**config.mk**
```make
export PLATFORM = sky130hd
export DESIGN_NAME = multicycle_ctrl_fsm
export DESIGN_NICKNAME = d
export VERILOG_FILES = /design/src/rtl/multicycle_ctrl_fsm.sv
export SDC_FILE = /design/constraint.sdc
export NUM_CORES = 1
export LEC_CHECK = 0
export CAP_MARGIN = 10
export CORE_ASPECT_RATIO = 1.5
export CORE_UTILIZATION = 41
export CTS_CLUSTER_DIAMETER = 200
export DETAILED_ROUTE_END_ITERATION = 16
export PLACE_DENSITY = 0.75
export SLEW_MARGIN = 20
export SYNTH_ARGS = -nofsm -noshare
export SYNTH_HDL_FRONTEND = slang
export SYNTH_SLANG_ARGS = --single-unit
```
**constraint.sdc**
```tcl
create_clock -name clk -period 2.27 [get_ports clk]
set_clock_uncertainty 0.05 [all_clocks]
set_input_delay 0.5675 -clock clk [delete_from_list [all_inputs] [get_ports clk]]
set_output_delay 0.5675 -clock clk [all_outputs]
set_load 0.01 [all_outputs]
```
**src/rtl/multicycle_ctrl_fsm.sv**
```systemverilog
// Multi-cycle FETCH/DECODE/EXEC/MEM/WB control sequencer for the single-issue MIPS datapath.
// Build option: define MC_ILLEGAL_TRAP_EN to trap unsupported opcodes in a sticky TRAP state.
module multicycle_ctrl_fsm #(
  parameter int unsigned CNT_W    = 16,
  parameter logic [5:0]  OP_RTYPE = 6'b000000,
  parameter logic [5:0]  OP_LW    = 6'b100011,
  parameter logic [5:0]  OP_SW    = 6'b101011,
  parameter logic [5:0]  OP_BEQ   = 6'b000100,
  parameter logic [5:0]  OP_J     = 6'b000010,
  parameter logic [5:0]  OP_ADDI  = 6'b001000
) (
  input  logic             clk,
  input  logic             reset,
  input  logic [5:0]       opcode,
  input  logic             imem_ready,
  input  logic             dmem_ready,
  output logic             ir_load,
  output logic             reg_dst,
  output logic             jump,
  output logic             branch,
  output logic             mem_read,
  output logic             mem_write,
  output logic             mem_to_reg,
  output logic             alu_src,
  output logic [1:0]       alu_op,
  output logic             reg_write,
  output logic             pc_en,
  output logic [2:0]       state,
  output logic [CNT_W-1:0] instr_count
`ifdef MC_ILLEGAL_TRAP_EN
  ,
  output logic             illegal
`endif
);

  localparam logic [2:0] S_FETCH  = 3'd0;
  localparam logic [2:0] S_DECODE = 3'd1;
  localparam logic [2:0] S_EXEC   = 3'd2;
  localparam logic [2:0] S_MEM    = 3'd3;
  localparam logic [2:0] S_WB     = 3'd4;
`ifdef MC_ILLEGAL_TRAP_EN
  localparam logic [2:0] S_TRAP   = 3'd5;
`endif

  localparam logic [1:0] ALU_ADD   = 2'b00;
  localparam logic [1:0] ALU_SUB   = 2'b01;
  localparam logic [1:0] ALU_FUNCT = 2'b10;

  logic [2:0]       state_q, state_d;
  logic [5:0]       op_q, op_d;
  logic [CNT_W-1:0] count_q, count_d;

  function automatic logic is_supported(input logic [5:0] op);
    return (op == OP_RTYPE) || (op == OP_LW) || (op == OP_SW) ||
           (op == OP_BEQ) || (op == OP_J) || (op == OP_ADDI);
  endfunction

  always_ff @(posedge clk or posedge reset) begin
    if (reset) begin
      state_q <= S_FETCH;
      op_q    <= 6'd0;
      count_q <= '0;
    end else begin
      state_q <= state_d;
      op_q    <= op_d;
      count_q <= count_d;
    end
  end

  // Next state and Moore-style control decode from state_q and latched op_q.
  always_comb begin
    state_d    = state_q;
    op_d       = op_q;
    ir_load    = 1'b0;
    reg_dst    = 1'b0;
    jump       = 1'b0;
    branch     = 1'b0;
    mem_read   = 1'b0;
    mem_write  = 1'b0;
    mem_to_reg = 1'b0;
    alu_src    = 1'b0;
    alu_op     = ALU_ADD;
    reg_write  = 1'b0;
    pc_en      = 1'b0;
`ifdef MC_ILLEGAL_TRAP_EN
    illegal    = 1'b0;
`endif
    case (state_q)
      S_FETCH: begin
        // Keep ir_load quiet while reset is still held.
        ir_load = imem_ready & ~reset;
        if (imem_ready) state_d = S_DECODE;
      end
      S_DECODE: begin
        op_d = opcode;
        if (is_supported(opcode)) begin
          state_d = S_EXEC;
        end else begin
`ifdef MC_ILLEGAL_TRAP_EN
          state_d = S_TRAP;
`else
          pc_en   = 1'b1;
          state_d = S_FETCH;
`endif
        end
      end
      S_EXEC: begin
        case (op_q)
          OP_RTYPE: begin
            alu_op  = ALU_FUNCT;
            state_d = S_WB;
          end
          OP_ADDI: begin
            alu_src = 1'b1;
            state_d = S_WB;
          end
          OP_LW, OP_SW: begin
            alu_src = 1'b1;
            state_d = S_MEM;
          end
          OP_BEQ: begin
            alu_op  = ALU_SUB;
            branch  = 1'b1;
            pc_en   = 1'b1;
            state_d = S_FETCH;
          end
          OP_J: begin
            jump    = 1'b1;
            pc_en   = 1'b1;
            state_d = S_FETCH;
          end
          default: state_d = S_FETCH;
        endcase
      end
      S_MEM: begin
        alu_src = 1'b1;
        if (op_q == OP_LW) begin
          mem_read = 1'b1;
          if (dmem_ready) state_d = S_WB;
        end else begin
          mem_write = 1'b1;
          if (dmem_ready) begin
            pc_en   = 1'b1;
            state_d = S_FETCH;
          end
        end
      end
      S_WB: begin
        reg_write  = 1'b1;
        pc_en      = 1'b1;
        reg_dst    = (op_q == OP_RTYPE);
        mem_to_reg = (op_q == OP_LW);
        alu_src    = (op_q != OP_RTYPE);
        alu_op     = (op_q == OP_RTYPE) ? ALU_FUNCT : ALU_ADD;
        state_d    = S_FETCH;
      end
`ifdef MC_ILLEGAL_TRAP_EN
      S_TRAP: begin
        illegal = 1'b1;
      end
`endif
      default: state_d = S_FETCH;
    endcase
    count_d = count_q + CNT_W'(pc_en);
  end

  assign state       = state_q;
  assign instr_count = count_q;

endmodule

```
==> results.ini <==
[drt]
drtIter0Drc=17
dr.pass1.iters=4
vias=1206
routed_wl_um=3310
routed_via_density=5.11
avgRoutedWirePerCell_um=14.0
drc=0
postRouteAntennaNets=0

[clocking]
cts.sinks=25
cts_hold_buf=0
clk_latency_ns=0.27
cts_buffers=3
cts.clk_slew.worst_paths_ns=0.09
cts_max_path_buffers=2
clockRootBuffer=clkbuf_8
htree_levels=1
cts_tree=built

[synth]
mappedNetlistArea_um2=1310
synth-seq-cells=25
ys_types=33
synth_nets=137
synth-compound-area-share_pct=7.28
synthXorXnorAreaFrac_pct=10.7
syn_area_per_cell_um2=10.5
synthMuxAreaShare_pct=5.08
ys_warn_count=0
synth_top_family_by_area=simple AND/OR/NAND/NOR gates
yosys.area_share.simple_pct=24.7
yosysSeqAreaShare_pct=47.9
synthCells=125
synth_fa_ha_area_share_pct=1.92

[global_route]
grt_antenna_before_repair=0
grt_max_degree=26
grt_pass1_vias=1168
grt_pass1_wl_um=5400
grt.met1_usage_pct=28.1
busiest_layer=met2
grt_overflow=0
grt_use_met2_pct=36.3
grt.total_usage_pct=21.9
met3_usage_pct=4.34

[worst_setup_path]
cp_slowest_stage_delay_ns=0.54
worst-path-max-fanout=3
critPathKind=in2out
crit_arrival_ns=1.83
start_kind=input pin
worst_ep_required_time_ns=1.65
path_cells=buf_8 -> or4_4 -> a31oi_4 -> nor2b_1 -> a211o_1 -> buf_2
crit_path_end_kind=output port
cp_slowest_cell=or4_4

[power_and_ir_drop]
cellPowerDensity_nw_per_um2=996
ir_drop_uv=825
p_leak_uw=0.000992

[finish]
multi_input_area_um2=788
area_growth_pct=63.4
mostFrequentLayoutCell=buf_4
layout.area.seq_um2=626
fillers=214
layout.cells.most_common_list=29 x buf_4, 25 x dfrtp_1, 23 x clkdlybuf4s50_1
drive_above_1_share_pct=39.1
fin_nets=210
num_antenna_cells=0

[die]
die_h_um=71.1
die_w_um=48.1
die_area_um2=3420
core-area_um2=2970
start_util_pct=43.9
boundaryPins=41
num_rows=24

[timing]
grt_setup_unrepaired=yes
min_period_ns=2.45
fmax_ghz=0.409
finalCritPeriodShare_pct=108
hold_ws_ns=0.425
hold_violations=0
slew_headroom_pct=79.0
setup_viol=16
drv_slew=0
setup_ws_ns=-0.176
worst_slew_pin_slew_ns=0.315

[hold_path]
hp-class=reg2reg

[run_status]
outcome=finished, violations left
violations=negative setup slack

[job]
drv_cap=0

[place]
place_hpwl_um=2510
place.gp.congestion=0.899
post-place-ws_ns=-0.871
port_buffers=40

-- routing by layer --
| metal | vias to the layer above | share of wire, % |
|---|---|---|
| met5 | - | 0 |
| met4 | 0 | 1.0 |
| met3 | 4 | 3.2 |
| met2 | 21 | 54 |
| met1 | 589 | 42 |
| li1 | 592 | - |
-- path summary, 6_finish.rpt --
check | start | end | slack [ns] | depth (start not counted)
setup / recovery | opcode[2] | pc_en | -0.18 | 6
min in group asynchronous | reset | instr_count[10] | 0.63 | 3
hold reg to reg | instr_count[15] | instr_count[15] | 0.43 | 1
max in group asynchronous | reset | op_q[2] | 1.30 | 3
setup reg to reg | op_q[4] | instr_count[10] | 0.03 | 11
hold / removal | instr_count[15] | instr_count[15] | 0.43 | 1
-- kinds of logic after synthesis --
kind of cell               Yosys count
and+or+nand+nor                     56
DFF                                 25
xor gates and xnor gates            16
AOI/OAI and AO/OA                   12
buffers and inverters                8
muxes                                6
adders and majority gates            2
-- metrics by stage --
step	setup TNS, ns	power (µW)	area (µm²)	utilization [%]	instances
CTS	-1.96	2060	2060	69.1	235
global route	-2.25	2260	2130	71.8	236
floorplan	-0.797	1210	1360	-	125
detailed placement	-11.62	1740	2010	67.6	229
finish	-1.12	2130	2130	71.8	236
global placement	-10.90	1700	2010	67.6	229
-- Yosys cell counts --
cell type	n	area share, %
mux2_2	5	4.3
xor2_1	5	3.4
or4_4	2	1.7
nor4_2	1	0.96
inv_1	4	1.1
nand2_1	10	2.9
mux2i_1	1	0.77
nand4b_1	2	1.3
a31oi_4	1	1.6
nand2b_1	4	1.9
nor3b_1	3	1.7
nor4_1	3	1.4
nand3_1	7	2.7
nor3_1	6	2.3
a211o_1	1	0.67
nor3b_2	1	0.96
clkbuf_1	3	0.86
nor2_1	8	2.3
o21ai_0	4	1.5
o21a_1	1	0.57
and3_1	2	0.96
a211oi_1	1	0.57
nand4_1	3	1.4
xnor2_1	11	7.4
ha_1	2	1.9
dfrtp_1	25	48
nor2b_1	2	0.96
and4_1	1	0.67
buf_2	1	0.38
or2_1	1	0.48
a21oi_1	2	0.77
a311oi_1	1	0.67
a2111o_1	1	0.86
-- timing repair --
action	CTS	global route
setup buffers	2	1
setup endpoints to repair	28	23
gates resized for setup	57	26
pin swaps	8	12
-- cell type report --
class,instances,area share [%]
tap,39,2.29
sequential,25,29.3
timing repair buffer,72,28.5
multi-input combinational,92,36.9
clock buffer,3,1.93
clock inverter,1,0.352
inverter,4,0.703
-- registers in the layout, indices dropped and copies added, names as in the netlist --
signal / cells
state: 3
op_q: 6
instr_count: 16
-- worst max-delay path, delay by kind of cell --
family	cells	cell delay, ns
buffers and inverters	2	0.24
AOI/OAI and AO/OA	2	0.42
and+or+nand+nor	2	0.60
-- power by group --
group,switching [µW],internal (µW),leakage (µW)
registers,151,569,0.000323
logic,490,645,0.000647
clock network,146,125,0.0000217
Power figures use the tool's default switching activity.
